### config.mk
export PLATFORM = sky130hd
export DESIGN_NAME = seq_shift_add_multiplier_flat
export DESIGN_NICKNAME = d
export VERILOG_FILES = /design/src/rtl/seq_shift_add_multiplier_if.sv /design/src/rtl/seq_shift_add_multiplier.sv /design/src/flat_wrapper.sv
export SDC_FILE = /design/constraint.sdc
export NUM_CORES = 1
export LEC_CHECK = 0
export ABC_AREA = 1
export CORE_MARGIN = 10
export CORE_UTILIZATION = 25
export DETAILED_ROUTE_END_ITERATION = 8
export HOLD_SLACK_MARGIN = 0.15
export PLACE_DENSITY = 0.47
export SYNTH_ARGS = -nofsm -noshare
export SYNTH_HDL_FRONTEND = slang
export SYNTH_SLANG_ARGS = --single-unit
### constraint.sdc
create_clock -name clk -period 4.1 [get_ports clk]
set_input_delay 0.41 -clock clk [delete_from_list [all_inputs] [get_ports clk]]
set_output_delay 0.41 -clock clk [all_outputs]
set_load 0.05 [all_outputs]
### src/rtl/seq_shift_add_multiplier_if.sv
// Handshake and data bundle for the sequential shift-and-add multiplier.
// The master side requests a product, and the slave side (the multiplier) returns it.
interface seq_shift_add_multiplier_if #(
    parameter int WIDTH = 3
);
    logic                   start;
    logic                   signed_mode;
    logic [WIDTH-1:0]       a;
    logic [WIDTH-1:0]       b;
    logic                   busy;
    logic                   done;
    logic [2*WIDTH-1:0]     product_out;

    modport master (
        output start, signed_mode, a, b,
        input  busy, done, product_out
    );

    modport slave (
        input  start, signed_mode, a, b,
        output busy, done, product_out
    );
endinterface

### src/rtl/seq_shift_add_multiplier.sv
// Sequential shift-and-add multiplier: a single adder is iterated over WIDTH cycles.
// Signed operands are multiplied as magnitudes, and the sign is applied when the result is written out.
module seq_shift_add_multiplier #(
    parameter int WIDTH = 3
) (
    input  logic                        clk,
    input  logic                        rst,
    seq_shift_add_multiplier_if.slave   bus
);
    localparam int CW = $clog2(WIDTH + 1);

    typedef enum logic [1:0] {IDLE, RUN, DONE} state_t;

    state_t                 state;
    state_t                 next_state;
    logic [WIDTH-1:0]       ma;
    logic [WIDTH-1:0]       mb;
    logic [2*WIDTH-1:0]     acc;
    logic [CW-1:0]          cnt;
    logic                   neg;
    logic                   done_r;
    logic [2*WIDTH-1:0]     product_r;

    logic [WIDTH-1:0]       a_mag;
    logic [WIDTH-1:0]       b_mag;
    logic [2*WIDTH-1:0]     addend;
    logic                   last_step;

    // The magnitude is WIDTH-bit unsigned, so the most negative input maps onto the top code.
    assign a_mag     = (bus.signed_mode && bus.a[WIDTH-1]) ? (~bus.a + WIDTH'(1)) : bus.a;
    assign b_mag     = (bus.signed_mode && bus.b[WIDTH-1]) ? (~bus.b + WIDTH'(1)) : bus.b;
    assign addend    = {{WIDTH{1'b0}}, ma} << cnt;
    assign last_step = (cnt == CW'(WIDTH - 1));

    always_ff @(posedge clk) begin
        if (rst) begin
            state <= IDLE;
        end else begin
            state <= next_state;
        end
    end

    always_comb begin
        next_state = state;
        case (state)
            IDLE:    if (bus.start) next_state = RUN;
            RUN:     if (last_step) next_state = DONE;
            DONE:    next_state = IDLE;
            default: next_state = IDLE;
        endcase
    end

    // The sign is dropped for zero operands so that the result is never written as a negated zero.
    always_ff @(posedge clk) begin
        if (rst) begin
            ma        <= '0;
            mb        <= '0;
            acc       <= '0;
            cnt       <= '0;
            neg       <= 1'b0;
            done_r    <= 1'b0;
            product_r <= '0;
        end else begin
            done_r <= 1'b0;
            case (state)
                IDLE: begin
                    if (bus.start) begin
                        ma  <= a_mag;
                        mb  <= b_mag;
                        neg <= bus.signed_mode & (bus.a[WIDTH-1] ^ bus.b[WIDTH-1])
                               & (|bus.a) & (|bus.b);
                        acc <= '0;
                        cnt <= '0;
                    end
                end
                RUN: begin
                    if (mb[0]) begin
                        acc <= acc + addend;
                    end
                    mb  <= mb >> 1;
                    cnt <= cnt + CW'(1);
                end
                DONE: begin
                    product_r <= neg ? (~acc + (2*WIDTH)'(1)) : acc;
                    done_r    <= 1'b1;
                end
                default: ;
            endcase
        end
    end

    assign bus.busy        = (state != IDLE);
    assign bus.done        = done_r;
    assign bus.product_out = product_r;
endmodule

### src/flat_wrapper.sv
// flat-port wrapper written by rule: the top's interface ports become plain ports
module seq_shift_add_multiplier_flat 
#(
    parameter int WIDTH = 3
)
  (clk, rst, bus_start, bus_signed_mode, bus_a, bus_b, bus_busy, bus_done, bus_product_out);
  seq_shift_add_multiplier_if #(.WIDTH(WIDTH)) bus_i ();
  input  logic clk;
  input  logic rst;
  input wire logic [$bits(bus_i.start)-1:0] bus_start;
  input wire logic [$bits(bus_i.signed_mode)-1:0] bus_signed_mode;
  input wire logic [$bits(bus_i.a)-1:0] bus_a;
  input wire logic [$bits(bus_i.b)-1:0] bus_b;
  output wire logic [$bits(bus_i.busy)-1:0] bus_busy;
  output wire logic [$bits(bus_i.done)-1:0] bus_done;
  output wire logic [$bits(bus_i.product_out)-1:0] bus_product_out;
  assign bus_i.start = bus_start;
  assign bus_i.signed_mode = bus_signed_mode;
  assign bus_i.a = bus_a;
  assign bus_i.b = bus_b;
  assign bus_busy = bus_i.busy;
  assign bus_done = bus_i.done;
  assign bus_product_out = bus_i.product_out;
  seq_shift_add_multiplier #(.WIDTH(WIDTH)) u_core (.clk(clk), .rst(rst), .bus(bus_i));
endmodule
==> run summary, run 1 <==
FINISH
-------------------------------------------------------------------------------------
Synthesis-to-layout area growth                                                 21.9%
Fin util                                                                        31.2%
Share of post-route cells with drive strength above 1                           4.69%
Antenna diode count                                                                 0
Final std cells w/o fill                                                          285
Count of nets after finishing                                                     236
Post-route cell area                                                     0.00171 sq mm

OUTCOME
-------------------------------------------------------------------------------------
Result of the run                                                        complete, no violations

CRITICAL PATH
-------------------------------------------------------------------------------------
Biggest fanout along the worst timing path                                          3
Max stage delay on crit path                                                   800 ps
Delay-heaviest family, CP                                                buffers and inverters
Number of buffers and inverters on the critical path                                2
Critical-path cell list                                                  inv_1, nand2_1, clkdlybuf4s50_1
Arrival time of data at the critical path endpoint                            1620 ps
Type of destination of the critical path                                 primary output
CP startpoint kind                                                               flop
Required time reported for the critical path endpoint                         3690 ps
CP Class                                                                   reg -> out
CP max-delay cell                                                        sky130_fd_sc_hd__clkdlybuf4s50_1

ROUTE
-------------------------------------------------------------------------------------
Post-route antenna net violation count                                              0
First-pass DRT Iterations                                                           4
Number of DRC markers in iteration 0                                               54
Total vias in the final route                                                   1,217
Via density per instance                                                         4.27
Final routed DRC violation total                                                    0
Routed length per placed instance                                        10.7 microns
WL final                                                                 3040 microns

PLACED DESIGN
-------------------------------------------------------------------------------------
Cell area after placement                                                0.00164 sq mm
# port buffers                                                                     17
Total instance count after detailed placement                                     281
Final weighted congestion of routability-driven global placement                0.821
Post-detail-place hpwl                                                   2430 microns

MIN PATH
-------------------------------------------------------------------------------------
Class of the most critical hold timing path                                reg -> reg

CLOCKING
-------------------------------------------------------------------------------------
Root cell of the clock tree                                              sky130_fd_sc_hd__clkbuf_8
CTS hold repair buffers                                                             0
CTS HTree Levels                                                                    1
Setup fix buffers added after clock tree synthesis                                  0
Clock buffer depth                                                                  2
Num CTS Buffers                                                                     3
Clock insertion delay at the later pin of the skew report                      270 ps
CTS resizes                                                                         0
Clock-pin slew of the registers on the worst-case setup and hold paths          90 ps
# clock sinks                                                                      24
Clock tree from TritonCTS                                                        done

YOSYS
-------------------------------------------------------------------------------------
Cell variety after synth                                                           25
Total of warnings raised by yosys                                                   0
#FFs+latches synth                                                                 24
Top-area cell type share of the netlist area                                    34.3%
Post-Syn Area per Cell                                                     7.12 sq um
Dominant cells by area after synthesis                                   sky130_fd_sc_hd__dfxtp_1 (34%), sky130_fd_sc_hd__nand2_1 (10%), sky130_fd_sc_hd__ha_1 (9.8%), sky130_fd_sc_hd__a21oi_1 (8.9%), sky130_fd_sc_hd__inv_1 (8.0%)
Post-synthesis instance area                                             0.00140 sq mm
Post-Synthesis Cells                                                              197
Share of synthesized area occupied by flip-flops and latches                    34.3%
Cell taking the most area after synthesis                                sky130_fd_sc_hd__dfxtp_1
Net count after synthesis                                                         219

STA
-------------------------------------------------------------------------------------
Hold violation count in the final report                                            0
Crit path time final                                                          2030 ps
Final setup skew                                                              5.53 ps
Max Slew Vio Count                                                                  0
Tightest hold margin                                                           487 ps
Setup TNS after final layout                                                     0 ps
Number of endpoints failing setup at the final stage                                0
Highest achievable clock rate                                                 492 MHz
Slew @ Worst Pin                                                               716 ps
Max-slew headroom at the worst pin                                              52.1%
Final period utilization                                                        49.6%
Unrepaired setup endpoints after global routing                                 false

DIE
-------------------------------------------------------------------------------------
Starting density of the core                                                    25.6%
Top-level I/O count                                                                18
Overall die area                                                         0.00901 sq mm
# rows                                                                             27
Width of the chip                                                        94.9 microns
Die Height                                                               94.9 microns
Core Footprint                                                           0.00547 sq mm

GRT
-------------------------------------------------------------------------------------
Pin count of the biggest net entering global routing                               18
Total GRT Usage                                                                 7.20%
Wire length of the first global-routing pass                             5330 microns
Aggregate global routing overflow                                                   0
Number of global-route vias before repair                                       1,191
Antenna violations before repair                                                    0

POWER AND IR DROP
-------------------------------------------------------------------------------------
Pwr Density                                                               311 mW/mm^2
Leak pwr                                                                     0.738 nW
Largest voltage drop on the vdd net                                          0.165 mV

RUN
-------------------------------------------------------------------------------------
Count of max-cap constraint violations                                              0

## synthesized netlist by cell type
library cell	number
sky130_fd_sc_hd__a211oi_1	2
sky130_fd_sc_hd__a21oi_1	25
sky130_fd_sc_hd__a31oi_1	2
sky130_fd_sc_hd__buf_2	1
sky130_fd_sc_hd__buf_4	1
sky130_fd_sc_hd__clkbuf_1	2
sky130_fd_sc_hd__clkbuf_2	1
sky130_fd_sc_hd__dfxtp_1	24
sky130_fd_sc_hd__fa_1	1
sky130_fd_sc_hd__ha_1	11
sky130_fd_sc_hd__inv_1	30
sky130_fd_sc_hd__inv_2	2
sky130_fd_sc_hd__mux2i_1	2
sky130_fd_sc_hd__nand2_1	38
sky130_fd_sc_hd__nand3_1	11
sky130_fd_sc_hd__nand3_4	1
sky130_fd_sc_hd__nand4_1	1
sky130_fd_sc_hd__nor2_1	14
sky130_fd_sc_hd__nor2_4	2
sky130_fd_sc_hd__nor3_1	3
sky130_fd_sc_hd__o211ai_1	1
sky130_fd_sc_hd__o21ai_0	16
sky130_fd_sc_hd__or2_0	1
sky130_fd_sc_hd__or2_2	1
sky130_fd_sc_hd__xor2_1	4
## report_power, final
part | switching, W | internal [W]
clock | 0.0000796 | 0.000131
sequential | 0.00000857 | 0.000241
combinational | 0.0000433 | 0.0000288
## per-layer routing
layer | part of all wire [%] | vias up | track usage, %
li1 | - | 675 | -
met1 | 48 | 523 | 8.69
met2 | 48 | 17 | 12.4
met3 | 3.8 | 2 | 2.38
met4 | 0.26 | 0 | 1.12
met5 | 0 | - | 0
## worst register-to-register path, cell delays in order, from the launching register on
cell	delay, ps
sky130_fd_sc_hd__dfxtp_1	450
sky130_fd_sc_hd__mux2i_1	270
sky130_fd_sc_hd__o21ai_0	110
sky130_fd_sc_hd__ha_1	340
sky130_fd_sc_hd__nand2_1	80
sky130_fd_sc_hd__nand2_1	80
sky130_fd_sc_hd__inv_1	60
sky130_fd_sc_hd__nand2_1	60
sky130_fd_sc_hd__or2_2	260
sky130_fd_sc_hd__nand3_1	70
sky130_fd_sc_hd__a21oi_1	60
## area by class of cell
cell class,count,area (sq um)
multi-input combinational,136,777
tap,72,90.1
clock inverter,1,30.0
sequential,24,480
fill,607,3760
clock buffer,3,41.3
inverter,32,120
timing repair buffer,17,170
## sequential cells by signal, indices dropped and copies added (netlist names)
signal and count:
u_core.acc 6, u_core.bus.product_out 6, u_core.ma 3, u_core.mb 3
u_core.cnt 2, u_core.state 2, u_core.bus.done 1, u_core.neg 1
## final timing paths
kind                                                    from                         end  slack [ps]  cells after the start
worst min register to register     u_core.mb[2]$_SDFFE_PP0P_   u_core.mb[2]$_SDFFE_PP0P_         490                      2
worst min-delay path               u_core.mb[2]$_SDFFE_PP0P_   u_core.mb[2]$_SDFFE_PP0P_         490                      2
worst max register to register    u_core.cnt[0]$_SDFFE_PP0P_  u_core.acc[3]$_SDFFE_PP0P_        2140                     10
worst max-delay path            u_core.state[1]$_SDFFE_PP0P_                    bus_busy        2070                      3
## cell families (layout without fill, tap and decap cells)
kind of cell	Yosys count	count (layout)	share of synthesized area (%)
xor+xnor	4	4	2.50
compound gates	46	46	17.1
simple gates	72	72	23.1
flops	24	24	34.3
buf+inv	37	53	10.3
fa+ha+maj	12	12	11.2
mux	2	2	1.43
## stage by stage
stage               power [W]  worst slack [ps]
global placement     0.000329              2140
finish               0.000532              2070
global route         0.000556              1930
floorplan            0.000305              2320
CTS                  0.000538              2050
detailed placement   0.000329              2120
## placed cells by master, fill, tap and decap left out, drive strengths merged, types with 2 or more instances in the layout
cell           instances
nor3                   3
clkbuf                 3
a31oi                  2
nor2                  16
a211oi                 2
nand3                 12
mux2i                  2
a21oi                 25
o21ai                 16
ha                    11
dfxtp                 24
nand2                 38
xor2                   4
inv                   32
clkdlybuf4s50         17
or2                    2
Note: power is estimated with default switching activity, not from simulation.
==> inputs of run 2 (changes only) <==
==> constraint.sdc (replaced) <==
create_clock -name clk -period 2.1 [get_ports clk]
set_input_delay 0.21 -clock clk [delete_from_list [all_inputs] [get_ports clk]]
set_output_delay 0.21 -clock clk [all_outputs]
set_load 0.05 [all_outputs]
==> run summary, run 2 (synthesized netlist as in run 1, its figures left out) <==
OUTCOME
-------------------------------------------------------------------------------------
Result of the run                                                        complete, no violations

MIN PATH
-------------------------------------------------------------------------------------
Endpoint of the worst hold path                                          u_core.mb[2]$_SDFFE_PP0P_
Source of the worst hold timing path                                     u_core.mb[2]$_SDFFE_PP0P_
Class of the most critical hold timing path                                reg -> reg
Worst hold path stage count                                                         2   unchanged

CLOCKING
-------------------------------------------------------------------------------------
CTS resizes                                                                         0   unchanged
Clock tree from TritonCTS                                                        done
# clock sinks                                                                      24   unchanged
Root cell of the clock tree                                              sky130_fd_sc_hd__clkbuf_8
CTS HTree Levels                                                                    1   unchanged
Setup fix buffers added after clock tree synthesis                                  0   unchanged
Num CTS Buffers                                                                     3   unchanged
Clock insertion delay at the later pin of the skew report                      260 ps   about the same
Clock buffer depth                                                                  2   unchanged
Clock-pin slew of the registers on the worst-case setup and hold paths          90 ps   about the same
CTS hold repair buffers                                                             0   unchanged

DIE
-------------------------------------------------------------------------------------
Top-level I/O count                                                                18   unchanged
Core Footprint                                                           0.00547 sq mm   unchanged
Width of the chip                                                        94.9 microns   unchanged
Overall die area                                                         0.00901 sq mm   unchanged
Die Height                                                               94.9 microns   unchanged
Starting density of the core                                                    25.6%   unchanged
# rows                                                                             27   unchanged

ROUTE
-------------------------------------------------------------------------------------
Total vias in the final route                                                   1,226   +0.74%
Via density per instance                                                         4.27   about the same
Final routed DRC violation total                                                    0   unchanged
Routed length per placed instance                                        10.9 microns   +2.1%
Post-route antenna net violation count                                              0   unchanged
Number of DRC markers in iteration 0                                               42   -22%
WL final                                                                 3120 microns   +2.9%
First-pass DRT Iterations                                                           4   unchanged

CRITICAL PATH
-------------------------------------------------------------------------------------
Worst r2r dst                                                            u_core.acc[3]$_SDFFE_PP0P_
Delay-heaviest family, CP                                                simple AND/OR/NAND/NOR gates
CP Class                                                                   reg -> reg
Required time reported for the critical path endpoint                         2260 ps   -1430 ps
Type of destination of the critical path                                         flop
Biggest fanout along the worst timing path                                          6   +3
Arrival time of data at the critical path endpoint                            2050 ps   +430 ps
CP startpoint kind                                                               flop
CP max-delay cell                                                        sky130_fd_sc_hd__dfxtp_1
Startpoint of the worst-slack reg-to-reg timing path                     u_core.cnt[0]$_SDFFE_PP0P_
Cell repeated most along the worst path                                  sky130_fd_sc_hd__nand2_1
Reg-to-reg setup timing slack                                                  210 ps   -1930 ps
Critical-path cell list                                                  mux2i_1, o21ai_0, ha_1, nand2_1, nand2_1, inv_1, nand2_1, or2_2, nand3_1, a21oi_1
Max stage delay on crit path                                                   450 ps   -350 ps
Length in cells of the worst reg-to-reg path                                       10   unchanged
Number of buffers and inverters on the critical path                                1   -1

STA
-------------------------------------------------------------------------------------
Unrepaired setup endpoints after global routing                                 false
Max-slew headroom at the worst pin                                              66.1%   +14 points
Max Slew Vio Count                                                                  0   unchanged
Number of endpoints failing setup at the final stage                                0   unchanged
Slew @ Worst Pin                                                               507 ps   -210 ps
Final period utilization                                                        90.1%
Highest achievable clock rate                                                 529 MHz
Hold violation count in the final report                                            0   unchanged
Setup TNS after final layout                                                     0 ps   unchanged
Crit path time final                                                          1890 ps
Final setup skew                                                              4.10 ps   -1.43 ps

PLACED DESIGN
-------------------------------------------------------------------------------------
Total instance count after detailed placement                                     283   +0.71%
Final weighted congestion of routability-driven global placement                0.835   +1.8%
Cell area after placement                                                0.00165 sq mm   +0.92%
Post-detail-place hpwl                                                   2510 microns   +3.2%
# port buffers                                                                     17   unchanged

FINISH
-------------------------------------------------------------------------------------
Post-route cell area                                                     0.00172 sq mm   +0.88%
Storage cell area                                                           480 sq um   unchanged
Number of inserted filler cells in the final layout                               623   +2.6%
Most common cell after layout, fill and taps aside                       sky130_fd_sc_hd__nand2_1
Synthesis-to-layout area growth                                                 22.9%
Count of nets after finishing                                                     238   +0.85%
Most frequent cells in the layout                                        sky130_fd_sc_hd__nand2_1 (38), sky130_fd_sc_hd__inv_1 (30), sky130_fd_sc_hd__a21oi_1 (25)
Final std cells w/o fill                                                          287   +0.70%
Share of post-route cells with drive strength above 1                           5.58%   +0.89 points
Fin util                                                                        31.5%   +0.27 points
Antenna diode count                                                                 0   unchanged
Area taken by multi-input logic gates                                       777 sq um   unchanged

GRT
-------------------------------------------------------------------------------------
Aggregate global routing overflow                                                   0   unchanged
Wire length of the first global-routing pass                             5570 microns   +4.4%
Number of global-route vias before repair                                       1,246   +4.6%
Antenna violations before repair                                                    0   unchanged
Pin count of the biggest net entering global routing                               17   -1
Total GRT Usage                                                                 7.45%   +0.24 points

RUN
-------------------------------------------------------------------------------------
Count of max-cap constraint violations                                              0   unchanged

POWER AND IR DROP
-------------------------------------------------------------------------------------
Leak pwr                                                                     0.748 nW   +1.4%
Pwr Density                                                               600 mW/mm^2   +93%
Largest voltage drop on the vdd net                                          0.501 mV   +200%

## run 2: changes by cell type in the layout (fill, tap and decap cells not counted), sizes merged
cell  delta
buf      +2
## run 2: per-layer routing
layer / GRT usage [%] / part of all wire (%)
met1: 8.87 / 47
met2: 12.7 / 47
met3: 2.78 / 5.1
met4: 1.12 / 0.74
met5: 0 / 0
## run 2: per-stage QoR
| step | total power, W | setup slack [ps] | hold WS [ps] |
|---|---|---|---|
| after CTS | 0.00105 | 210 | 480 |
| after global placement | 0.000645 | 233 | 467 |
| final | 0.00103 | 208 | 475 |
| after floorplan | 0.000595 | 323 | 364 |
| after detailed placement | 0.000644 | 216 | 467 |
| after global routing | 0.00110 | 22.8 | 532 |
## run 2: how the worst max path moves through the flow
stage | start | end | slack (ps) | depth (start not counted)
2_1_floorplan | u_core.cnt[0]$_SDFFE_PP0P_ | u_core.acc[3]$_SDFFE_PP0P_ | 320 | 11
3_3_place_gp | u_core.cnt[0]$_SDFFE_PP0P_ | u_core.acc[3]$_SDFFE_PP0P_ | 230 | 10
3_5_place_dp | u_core.cnt[0]$_SDFFE_PP0P_ | u_core.acc[3]$_SDFFE_PP0P_ | 220 | 10
4_1_cts | u_core.cnt[0]$_SDFFE_PP0P_ | u_core.acc[3]$_SDFFE_PP0P_ | 210 | 10
5_1_grt | u_core.cnt[0]$_SDFFE_PP0P_ | u_core.acc[3]$_SDFFE_PP0P_ | 20 | 10
6_report | u_core.cnt[0]$_SDFFE_PP0P_ | u_core.acc[3]$_SDFFE_PP0P_ | 210 | 10
## run 2: area by class of cell
cell class / count / area share [%]
Clock inverter: 1 / 1.74
Tap cell: 72 / 5.22
Multi-Input combinational cell: 136 / 45.1
Sequential cell: 24 / 27.9
Clock buffer: 3 / 2.39
Inverter: 32 / 6.97
Timing Repair Buffer: 19 / 10.7
## run 2: worst register-to-register path, delay by kind of cell (launching register included)
family / cells / cell delay (ps)
and+or+nand+nor: 5 / 540
DFF: 1 / 450
adders and majority gates: 1 / 340
muxes: 1 / 240
AOI/OAI and AO/OA: 2 / 160
buffers and inverters: 1 / 60
## run 2: power by group
part	internal, W	total [W]	leakage (nW)	switching [W]
sequential	0.000471	0.000488	0.195	0.0000166
clock	0.000255	0.000404	0.0357	0.000149
combinational	0.0000577	0.000143	0.517	0.0000849
total	0.000784	0.00103	0.748	0.000251
